**src/rtl/mem_pkg.sv**
```systemverilog
// ============================================================================
// Module      : mem_pkg
// Description : Shared constants and controller state encoding for the RAM
//               controller and the RAM it drives.
// Revision    : 1.0 - initial release
// ============================================================================
`default_nettype none

package mem_pkg;

  localparam int DEFAULT_DEPTH = 9;
  localparam int DEFAULT_WIDTH = 32;
  localparam int CNT_W         = 4;

  typedef enum logic [1:0] {
    ST_IDLE   = 2'd0,
    ST_WAIT   = 2'd1,
    ST_ACCESS = 2'd2,
    ST_DONE   = 2'd3
  } state_e;

endpackage

`default_nettype wire

```
**src/rtl/mem_ctrl.sv**
```systemverilog
// ============================================================================
// Module      : mem_ctrl
// Description : Turns one CPU-side read/write request into a timed RAM access
//               with configurable wait states and a one-cycle done pulse.
// Revision    : 1.0 - initial release
// ============================================================================
`default_nettype none

module mem_ctrl
  import mem_pkg::*;
#(
  parameter int DEPTH       = DEFAULT_DEPTH,
  parameter int WIDTH       = DEFAULT_WIDTH,
  parameter int WAIT_STATES = 1
) (
  input  logic             clk,
  input  logic             reset_n,
  input  logic             req,
  input  logic             wr,
  input  logic [DEPTH-1:0] addr,
  input  logic [WIDTH-1:0] wdata,
  output logic [WIDTH-1:0] rdata,
  output logic             busy,
  output logic             done,
  output logic [DEPTH-1:0] ram_r_addr,
  output logic [DEPTH-1:0] ram_w_addr,
  output logic [WIDTH-1:0] ram_w_data,
  output logic             ram_wr_en,
  input  logic [WIDTH-1:0] ram_r_data
);

  // With no wait states the counter load value is never used.
  localparam logic [CNT_W-1:0] CNT_LOAD = CNT_W'(WAIT_STATES - 1);

  state_e             state_q, state_d;
  logic [CNT_W-1:0]   cnt_q, cnt_d;
  logic [DEPTH-1:0]   addr_q, addr_d;
  logic               wr_q, wr_d;
  logic [WIDTH-1:0]   wdata_q, wdata_d;
  logic [WIDTH-1:0]   rdata_q, rdata_d;
  logic               accept;

  assign accept = (state_q == ST_IDLE) && req;

  always_ff @(posedge clk or negedge reset_n) begin
    if (!reset_n) begin
      state_q <= ST_IDLE;
    end else begin
      state_q <= state_d;
    end
  end

  always_comb begin
    state_d = state_q;
    case (state_q)
      ST_IDLE: begin
        if (req) begin
          state_d = (WAIT_STATES > 0) ? ST_WAIT : ST_ACCESS;
        end
      end
      ST_WAIT: begin
        if (cnt_q == '0) begin
          state_d = ST_ACCESS;
        end
      end
      ST_ACCESS: state_d = ST_DONE;
      ST_DONE:   state_d = ST_IDLE;
      default:   state_d = ST_IDLE;
    endcase
  end

  always_comb begin
    busy      = (state_q != ST_IDLE);
    done      = (state_q == ST_DONE);
    ram_wr_en = wr_q && (state_q == ST_ACCESS);
  end

  // Request fields are captured only on acceptance; read data only on a read ACCESS.
  always_comb begin
    addr_d  = addr_q;
    wr_d    = wr_q;
    wdata_d = wdata_q;
    cnt_d   = cnt_q;
    rdata_d = rdata_q;
    if (accept) begin
      addr_d  = addr;
      wr_d    = wr;
      wdata_d = wdata;
      cnt_d   = CNT_LOAD;
    end else if (state_q == ST_WAIT) begin
      cnt_d = cnt_q - 1'b1;
    end
    if ((state_q == ST_ACCESS) && !wr_q) begin
      rdata_d = ram_r_data;
    end
  end

  always_ff @(posedge clk or negedge reset_n) begin
    if (!reset_n) begin
      addr_q  <= '0;
      wr_q    <= 1'b0;
      wdata_q <= '0;
      cnt_q   <= '0;
      rdata_q <= '0;
    end else begin
      addr_q  <= addr_d;
      wr_q    <= wr_d;
      wdata_q <= wdata_d;
      cnt_q   <= cnt_d;
      rdata_q <= rdata_d;
    end
  end

  assign rdata      = rdata_q;
  assign ram_r_addr = addr_q;
  assign ram_w_addr = addr_q;
  assign ram_w_data = wdata_q;

endmodule

`default_nettype wire

```
**config.mk**
```make
export PLATFORM = sky130hd
export DESIGN_NAME = mem_ctrl
export DESIGN_NICKNAME = d
export VERILOG_FILES = /design/src/rtl/mem_pkg.sv /design/src/rtl/mem_ctrl.sv
export SDC_FILE = /design/constraint.sdc
export NUM_CORES = 1
export LEC_CHECK = 0
export ABC_AREA = 1
export ABC_CLOCK_PERIOD_IN_PS = 2400
export BUFFER_PORTS_ARGS = -buffer_cell sky130_fd_sc_hd__buf_2
export CORE_MARGIN = 5
export CORE_UTILIZATION = 45
export CTS_CLUSTER_DIAMETER = 50
export DETAILED_ROUTE_END_ITERATION = 7
export PLACE_DENSITY_LB_ADDON = 0.25
export SLEW_MARGIN = 10
export SYNTH_ARGS = -nofsm -noshare
export SYNTH_HDL_FRONTEND = slang
export SYNTH_SLANG_ARGS = --single-unit
```
**constraint.sdc**
```tcl
create_clock -name clk -period 2.4 [get_ports clk]
set_input_delay 0.24 -clock clk [delete_from_list [all_inputs] [get_ports clk]]
set_output_delay 0.24 -clock clk [all_outputs]
set_load 0.01 [all_outputs]
```
* Yosys cells after proc, flatten, opt, wreduce, memory -nomap -nowiden *
Cells that the tools add are included.

word-level totals
  output and inout bits = 85
  bits of input ports = 77
  flip-flop bits (word level) = 80
  word-level logic and storage cells = 26

operators by class
  equality and inequality tests = 5
  reductions and logical operators = 9
  add/subtract/negate cells = 1
  mux-type cells = 5

operator list
  operator                                              number
  two-way mux 4 bit                                     2
  one-hot mux 2 bit (4 select lines)                    1
  equality test 2 bit (second input constant)           2
  zero test 4 bit                                       1
  two-way mux 2 bit                                     2
  inequality test 2 bit (second input constant)         2
  nonzero test 2 bit                                    2
  subtractor 4 x 1 -> 4 bit (second input constant)     1
  logical AND 1 bit                                     3
  equality test 2 x 1 -> 1 bit (second input constant)  1
  zero test 2 bit                                       1
  AND reduction 2 bit                                   1
  zero test 1 bit                                       1

* Logic depth before layout (Yosys ltp) *
  depth after elaboration = 3
  depth in mapped cells = 7
  depth with buffers taken out = 7

* Least setup slack after synthesis *
OpenSTA, ideal clock, no wires.

  path type = reg-to-output
  start point = register state_q[0]
  end point = output ram_wr_en
  setup slack = 1.065 ns
  stages on the path, launching flop included = 7
  required time = 2.160 ns
  buffers on the path = 2
  arrival = 1.095 ns
  path through = dfrtp_1 -> inv_1 -> ha_1 -> buf_2 -> buf_2 -> nand2_1 -> inv_1

between the ends
  longest elaborated chain between the ends = 2

RTL lines
  what                    RTL line        RTL
  start, declared         mem_ctrl.sv:35  state_e state_q, state_d;
  start signal, assigned  mem_ctrl.sv:49  state_q <= state_d;
  equality test 2 bit     mem_ctrl.sv:75  ram_wr_en = wr_q && (state_q == ST_ACCESS);
  logical AND 1 bit       mem_ctrl.sv:75
  end, declared           mem_ctrl.sv:28  output logic ram_wr_en,

Every way passes these cells.

* Worst setup path in the final report *
Same ends and word-level chain as after synthesis.

==> reports/summary.json <==
{
  "min_period_over_period_pct": 74.1,
  "critPathArrivalTime_ns": 1.54,
  "hold_viol": 0,
  "grt_pass1_vias": 2732,
  "grt_util_all_layers_pct": 18.0,
  "critPathKind": "reg -> out",
  "ys_seq_area_share_pct": 60.3,
  "grt_pass1_wl_um": 12800,
  "initial_utilization_pct": 46.0,
  "post_synth_and_or_nand_nor_area_fraction_pct": 29.6,
  "ff_latch_area_um2": 2000,
  "grt_overflow": 0,
  "leak_pwr_nw": 2.59,
  "grt_start_max_net_pins": 81,
  "drv.max_cap_violation_count": 0,
  "fmaxAchievable_mhz": 562,
  "cts_tree": "yes",
  "setup_viol": 0,
  "clk-insertion-delay-late_ns": 0.34,
  "cts_buffers": 9,
  "post_synth_mux_area_share_pct": 0,
  "final.fill_count": 691,
  "hold_bufs_inserted_after_cts": 0,
  "cellPowerDensity_nw_per_um2": 1390,
  "final_nets": 607,
  "routed_wirelength_um": 8190,
  "run_status": "completed",
  "maxSlewViolCount": 0,
  "layout-area-overhead-vs-synth_pct": 29.9,
  "postLayoutCoreUtil_pct": 59.8,
  "htree_levels": 3,
  "yosys_register_bits": 80,
  "synth_fp_nets": 458,
  "vdd.ir_drop.worst_mv": 0.505,
  "synth-xor-area-share_pct": 0,
  "slew_headroom_pct": 33.7,
  "clk_path_buf_depth": 2,
  "ys_warn_count": 0,
  "min_period_ns": 1.78,
  "layout_cell_share_with_drive_strength_beyond_1_pct": 35.1,
  "worst-endpoint-required_ns": 2.16,
  "dr_total_vias": 2863,
  "detail_route.vias_per_cell": 4.57,
  "hold_class": "in -> async",
  "std_cell_core_area_um2": 7210,
  "drtIter0Drc": 135,
  "synth_top_family_by_area": "simple AND/OR/NAND/NOR gates",
  "routedWlPerCell_um": 13.1,
  "remaining_drc_errors": 0,
  "slew_at_the_pin_closest_to_its_max_slew_limit_ns": 0.995,
  "rsz_0062_raised_after_global_routing": "no",
  "drt-pass1-iter-count": 4,
  "detail-route-antenna-nets": 0,
  "synth.cell_area_um2": 3320,
  "clock-sinks": 80,
  "yosysUniqueCellTypes": 17,
  "startpoint_type": "flop",
  "totalNegativeSetupSlack_ns": 0,
  "yosys.area_share.adder_pct": 2.64,
  "worst_setup_path_end_kind": "output pin",
  "die_area_um2": 9200,
  "multiInputGateArea_um2": 1090,
  "timing.clock.skew_ns": 0.0117,
  "synthesis.instances": 374,
  "postSynthAreaPerCell_um2": 8.88,
  "place_hpwl_um": 5780,
  "root_buffer": "sky130_fd_sc_hd__clkbuf_8",
  "synth_compound_area_share_pct": 0.678,
  "initial_antenna_violation_count": 0,
  "path_clk_slew_ns": 0.08,
  "cts.repair_timing.setup_buffer_count": 0,
  "inserted_diodes": 0,
  "rows": 31,
  "io_buffers": 161,
  "floorplan.io_pins": 162,
  "die_height_um": 95.9,
  "timing.critical_path.fanout_max": 21,
  "routability_congestion_estimate_from_global_placement": 0.726,
  "cts_resized": 0,
  "die_w_um": 95.9
}
-- layout make-up --
class	instances	area share, %
Clock buffer	12	3.60
Clock inverter	3	1.51
Inverter	9	0.841
Multi-Input combinational cell	258	25.3
Sequential cell	80	46.4
Tap cell	99	2.87
Timing Repair Buffer	165	19.4
-- worst paths after layout --
kind / from / endpoint / slack (ns) / cells after the start
max in group asynchronous: reset_n / rdata[3] / 1.68 / 1
setup / recovery: state_q[0] / ram_wr_en / 0.62 / 6
hold / removal: reset_n / ram_r_addr[4] / 0.07 / 1
hold reg to reg: rdata[0] / rdata[0] / 0.47 / 2
setup reg to reg: state_q[0] / rdata[30] / 0.69 / 6
min in group clk: wdata[9] / ram_w_data[9] / 0.09 / 3
-- power breakdown --
part	leakage (nW)	total [W]	switching (W)	internal (W)
clock network	0.112	0.00108	0.000448	0.000637
logic	1.48	0.00254	0.00156	0.000983
registers	0.991	0.00235	0.000353	0.00200
total	2.59	0.00598	0.00236	0.00362
-- cell usage after synthesis, drive strengths merged --
cell	number	area, µm²
a211oi	1	7.51
a21oi	2	10.0
buf	27	190
dfrtp	80	2000
ha	7	87.6
inv	9	36.3
nand2	200	756
nand3	36	180
nor2	9	33.8
o21ai	1	5.00
or2	2	12.5
-- per-stage QoR --
step | power [W] | cell area [µm²] | std cells | hold slack [ns] | worst slack [ns]
global placement | 0.00488 | 4090 | 611 | 0.434 | 0.694
floorplan | 0.00404 | 3320 | 374 | -0.0556 | 1.06
global route | 0.00653 | 4310 | 626 | 0.0761 | 0.460
finish | 0.00598 | 4310 | 626 | 0.0671 | 0.622
detailed placement | 0.00496 | 4090 | 611 | 0.437 | 0.655
CTS | 0.00608 | 4310 | 626 | 0.0736 | 0.584
-- critical path: stages (launching register included) --
cell	delay (ns)
sky130_fd_sc_hd__dfrtp_1	0.41
sky130_fd_sc_hd__inv_1	0.11
sky130_fd_sc_hd__ha_1	0.19
sky130_fd_sc_hd__buf_4	0.24
sky130_fd_sc_hd__nand2_1	0.08
sky130_fd_sc_hd__inv_1	0.05
sky130_fd_sc_hd__buf_2	0.13
-- routing by layer --
| layer | GRT usage (%) | vias up | wire length, µm |
|---|---|---|---|
| li1 | - | 1435 | - |
| met2 | 29.1 | 102 | 3920 |
| met5 | 0 | - | 0 |
| met1 | 23.1 | 1317 | 3400 |
| met4 | 7.11 | 0 | 115 |
| met3 | 4.61 | 9 | 757 |
-- cells in the final DEF (no fill, tap or decap), types with 2 or more instances in the layout --
cell,count
sky130_fd_sc_hd__ha_1,7
sky130_fd_sc_hd__buf_2,160
sky130_fd_sc_hd__buf_4,5
sky130_fd_sc_hd__nand2_1,198
sky130_fd_sc_hd__inv_2,2
sky130_fd_sc_hd__bufinv_16,2
sky130_fd_sc_hd__dfrtp_1,80
sky130_fd_sc_hd__nand3_1,36
sky130_fd_sc_hd__inv_1,6
sky130_fd_sc_hd__nand2_2,2
sky130_fd_sc_hd__nor2_1,9
sky130_fd_sc_hd__a21oi_1,2
sky130_fd_sc_hd__clkbuf_8,11
-- cell families after synthesis --
kind of cell | after synthesis
DFF | 80
buffers and inverters | 36
and+or+nand+nor | 247
AOI/OAI and AO/OA | 4
adders and majority gates | 7
-- sequential cells by signal, summed over array words and instances (netlist names) --
name / count
ram_r_addr: 9
rdata: 32
ram_w_data: 32
state_q: 2
cnt_q: 4
wr_q: 1
(Power assumes the default switching activity.)
